`src/rtl/led_pwm_fader.sv`:
```
// PWM LED output stage with linear per-channel brightness ramps and a shared brightness cap.
// Optional quadratic duty correction is enabled by defining LED_PWM_FADER_GAMMA_EN.
module led_pwm_fader #(
  parameter int NUM_LED       = 4,
  parameter int PWM_BITS      = 8,
  parameter int RAMP_DIV_BITS = 10
) (
  input  logic                        clk,
  input  logic                        rst,
  input  logic [NUM_LED-1:0]          led_in,
  input  logic [PWM_BITS-1:0]         max_level,
  output logic [NUM_LED-1:0]          led_out,
  output logic [NUM_LED*PWM_BITS-1:0] level_out,
  output logic                        busy
);

  typedef enum logic [1:0] {
    ST_OFF  = 2'd0,
    ST_ON   = 2'd1,
    ST_RISE = 2'd2,
    ST_FALL = 2'd3
  } ch_state_e;

  localparam logic [RAMP_DIV_BITS-1:0] PRESC_ONE = 1;
  localparam logic [PWM_BITS-1:0]      PWM_ONE   = 1;

  logic [NUM_LED-1:0]       led_q, led_d;
  logic [RAMP_DIV_BITS-1:0] presc_q, presc_d;
  logic [PWM_BITS-1:0]      pwm_cnt_q, pwm_cnt_d;
  logic [NUM_LED-1:0]       led_out_q, led_out_d;
  logic                     busy_q, busy_d;
  logic                     ramp_tick;
  logic [NUM_LED-1:0]       ramping;

  always_comb begin
    led_d     = led_in;
    presc_d   = presc_q + PRESC_ONE;
    pwm_cnt_d = pwm_cnt_q + PWM_ONE;
    ramp_tick = &presc_q;
    busy_d    = |ramping;
  end

  always_ff @(posedge clk) begin
    if (rst) begin
      led_q     <= '0;
      presc_q   <= '0;
      pwm_cnt_q <= '0;
      led_out_q <= '0;
      busy_q    <= 1'b0;
    end else begin
      led_q     <= led_d;
      presc_q   <= presc_d;
      pwm_cnt_q <= pwm_cnt_d;
      led_out_q <= led_out_d;
      busy_q    <= busy_d;
    end
  end

  generate
    for (genvar gi = 0; gi < NUM_LED; gi++) begin : g_ch
      logic [PWM_BITS-1:0] level_q, level_d;
      logic [PWM_BITS-1:0] target;
      logic [PWM_BITS-1:0] duty;
      ch_state_e           state;

      // Single-step moves toward the target can never overshoot or wrap.
      always_comb begin
        target  = led_q[gi] ? max_level : '0;
        level_d = level_q;
        if (ramp_tick) begin
          if (level_q < target) begin
            level_d = level_q + PWM_ONE;
          end else if (level_q > target) begin
            level_d = level_q - PWM_ONE;
          end
        end
      end

      always_comb begin
        state = ST_OFF;
        if (level_q < target) begin
          state = ST_RISE;
        end else if (level_q > target) begin
          state = ST_FALL;
        end else if (target != '0) begin
          state = ST_ON;
        end
      end

      always_ff @(posedge clk) begin
        if (rst) begin
          level_q <= '0;
        end else begin
          level_q <= level_d;
        end
      end

`ifdef LED_PWM_FADER_GAMMA_EN
      logic [2*PWM_BITS-1:0] level_sq;
      assign level_sq = {{PWM_BITS{1'b0}}, level_q} * {{PWM_BITS{1'b0}}, level_q};
      assign duty     = level_sq[2*PWM_BITS-1:PWM_BITS];
`else
      assign duty = level_q;
`endif

      // Strict compare: full-scale level leaves one dark slot per PWM period.
      assign led_out_d[gi] = (pwm_cnt_q < duty);
      assign ramping[gi]   = (state == ST_RISE) || (state == ST_FALL);
      assign level_out[gi*PWM_BITS +: PWM_BITS] = level_q;
    end
  endgenerate

  assign led_out = led_out_q;
  assign busy    = busy_q;

endmodule

```
`config.mk`:
```
export PLATFORM = sky130hd
export DESIGN_NAME = led_pwm_fader
export DESIGN_NICKNAME = d
export VERILOG_FILES = /design/src/rtl/led_pwm_fader.sv
export SDC_FILE = /design/constraint.sdc
export NUM_CORES = 1
export LEC_CHECK = 0
export BUFFER_PORTS_ARGS = -buffer_cell sky130_fd_sc_hd__buf_2
export CAP_MARGIN = 5
export CORE_MARGIN = 2
export CORE_UTILIZATION = 50
export CTS_BUF_LIST = sky130_fd_sc_hd__clkbuf_8
export CTS_CLUSTER_SIZE = 12
export DETAILED_ROUTE_END_ITERATION = 12
export PLACE_DENSITY = 0.7
export SYNTH_ARGS = -nofsm -noshare
export SYNTH_HDL_FRONTEND = slang
export SYNTH_SLANG_ARGS = --single-unit
```
`constraint.sdc`:
```
create_clock -name clk -period 6 [get_ports clk]
set_clock_uncertainty 0.15 [all_clocks]
set_input_delay 0.3 -clock clk [delete_from_list [all_inputs] [get_ports clk]]
set_output_delay 0.3 -clock clk [all_outputs]
set_load 0.02 [all_outputs]
```
==> results.cfg <==
[global_route]
antenna_found_initial = 0
grt_use_met3_pct = 4.81
met2_usage_pct = 41.0
use_met1_pct = 30.8
grt_max_degree = 65
grt_pass1_wl_mm = 19.4
overflow = 0
grt_pass1_vias = 4052
busiest_layer = met2
grt_use_total_pct = 24.5

[cts]
cts_tree = yes
cts.repair.resized = 0
clock_sinks = 59
clk_latency_ns = 0.36
h-tree-depth = 3
clock_path_buffers = 2
clkTransAtPathRegs_ns = 0.07
numCtsBuffers = 9
cts-root-buf = clkbuf_8

[sta]
maxSlewHeadroom_pct = 53.4
worst_slack_ns = 2.13
drv_slew = 0
fin_crit_ns = 3.87
worstMarginPinSlew_ns = 0.698
fmax_ghz = 0.259
fin_crit_sh_pct = 64.5
setup_tns_ns = 0
finalSetupViolations = 0
rsz0062_at_grt = no
hold_violations = 0

[routing]
final_antenna_net_count = 0
dr_total_vias = 4011
routedWlPerCell_um = 16.3
dr.pass1.iters = 4
vias_per_cell = 5.76
drc_errors = 0
routed_wl_mm = 11.4
drtIter0Drc = 152

[setup_path]
worst_setup_path_end_kind = flip-flop
start_kind = flip-flop
crit_chain = nand2_1, ha_1, and4_1, a21boi_0, nand2b_1, ha_1, a21o_1, a41oi_1, a31oi_1, o22a_1, or4_1, a21oi_1
arrival_ns = 3.99
worst_path_largest_cell_delay_ns = 0.53
crit_buf_inv = 0
crit_start = led_q[0]$_SDFF_PP0_
required_ns = 6.12
path_max_fanout = 8
crit_path_top_delay_cell = dfxtp_1
crit_family = compound AO/OA/AOI/OAI gates
path_common_cell = ha_1
path_class = flip-flop to flip-flop
crit-reg2reg-launch = led_q[0]$_SDFF_PP0_

[synthesis]
async_flop_share_pct = 0
netlist_instances = 532
ys_ff_latch = 59
ys_types = 41
synth.avg_cell_area_um2 = 8.67
synth_area_um2 = 4610
ys.flop_type = dfxtp_1
yosysTopAreaCell = dfxtp_1
synthTopCellsByCount = ha_1 (86), dfxtp_1 (59), nand2_1 (44), inv_1 (41), nor2_1 (41)
synth_nets = 636
synth_most_common_cell = ha_1
synth.yosys.seq_area_share_pct = 25.6
synth_edf_count = 0
synth_top_area_share_pct = 25.6
synth_area_leaders = dfxtp_1 (26%), ha_1 (23%), a21oi_1 (3.6%), nand2_1 (3.6%), xor2_1 (3.4%)
ys_warn_count = 0

[placed_design]
gp_congestion = 0.864
port_buffers = 50
place_area_um2 = 4950
place_ws_ns = 2.19
hpwl_mm = 8.51

[cells_and_area]
n_fill_cell = 842
regArea_um2 = 1180
diodes = 0
final_area_um2 = 5200
multiInputGateArea_um2 = 3220
layout-drive-gt1-share_pct = 11.8
nets = 684
syn2layout_area_growth_pct = 12.7

[floorplanning]
die-area_um2 = 10000
ios = 51
initial_core_util_pct = 50.6
die_height_um = 100
rows = 35
die_width_um = 100
core_area_um2 = 9110

[power]
clkPwrFrac_pct = 45.1
combPwrFrac_pct = 14.3
vdd_drop_max_uv = 124
swShare_pct = 26.2
leakage_uw = 0.00254
p_int_uw = 745
p_switching_uw = 265
power_frac_seq_pct = 40.7
powerDensity_nw_per_um2 = 194

[hold_path]
hp-class = input pin to flip-flop
holdCritStartpoint = led_in[2]

[job]
maxCapViolCount = 0

[run_status]
status = completed
cells in the final DEF (no fill, tap or decap), drive strengths merged, types with 7 or more instances in the layout:
master	count
dfxtp	59
mux2i	12
and4	10
a21o	19
xnor2	16
nor4	8
nand3	7
xor2	18
ha	86
nor2	41
o21ai	12
nor2b	11
inv	42
o21bai	8
buf	51
a31oi	12
nand2b	8
a211oi	8
a21oi	33
clkbuf	10
nand2	45
worst paths after layout:
check	cells after the start	endpoint	slack, ns
worst max-delay path	12	g_ch[0].duty[7]$_SDFFE_PP0P_	2.13
worst min-delay path	2	led_q[2]$_SDFF_PP0_	0.008
worst max register to register	12	g_ch[0].duty[7]$_SDFFE_PP0P_	2.13
worst min register to register	1	presc_q[0]$_SDFF_PP0_	0.36
through the flow:
stage                     hold slack (ns)  cells  utilization [%]  total power (µW)
after floorplan                     0.278    532                -               522
after global placement              0.331    679             54.3               555
after detailed placement            0.348    679             54.3               562
after CTS                         0.00201    696             57.1              1010
after global routing               0.0387    696             57.1              1050
final                             0.00846    696             57.1              1010
kinds of logic (layout without fill, tap and decap cells):
kind of cell    count (synthesis)  count (layout)  share of synthesized area, %
simple gates                  157             157                          17.6
compound gates                124             124                          18.0
fa+ha+maj                      90              90                          25.1
flops                          59              59                          25.6
buf+inv                        56             109                          4.67
xor+xnor                       34              34                          6.46
mux                            12              12                          2.60
area by class of cell:
class	count	share of cell area, %
inverters	41	2.96
repair buffers	52	5.15
multi-input cells	417	61.9
clock buffers	10	2.65
flip-flops and latches	59	22.7
clock inverters	6	2.00
well taps	111	2.67
flip-flops by register name, indices dropped and copies added (netlist names):
name and cells:
g_ch.duty 32, presc_q 10, pwm_cnt_q 8, led_out 4
led_q 4, busy 1
power groups by stage:
stage                     clock [µW]  combinational, µW  sequential, µW
after CTS                        460                144             411
final                            455                144             411
after global routing             478                164             412
after floorplan                    0                105             417
after detailed placement           0                142             420
after global placement             0                136             419
routing by layer:
metal	part of all wire, %	vias to the layer above
li1	-	2005
met1	46	1901
met2	47	83
met3	4.4	22
met4	2.1	0
met5	0	-
worst reg2reg max path: cells and delay by family (launching register included):
family | cells | cell delay [ns]
flip-flops | 1 | 0.53
AND/OR/NAND/NOR | 4 | 1.19
adder cells (fa/ha/maj) | 2 | 0.62
AO/OA/AOI/OAI | 6 | 1.30
timing repair:
action | 4_1_cts | 5_1_grt
hold buffers | 1 | 0
buffers inserted | 0 | 0
endpoints found under the hold margin | 1 | 0
endpoints found under the setup margin | 0 | 0
Power figures use the tool's default switching activity.
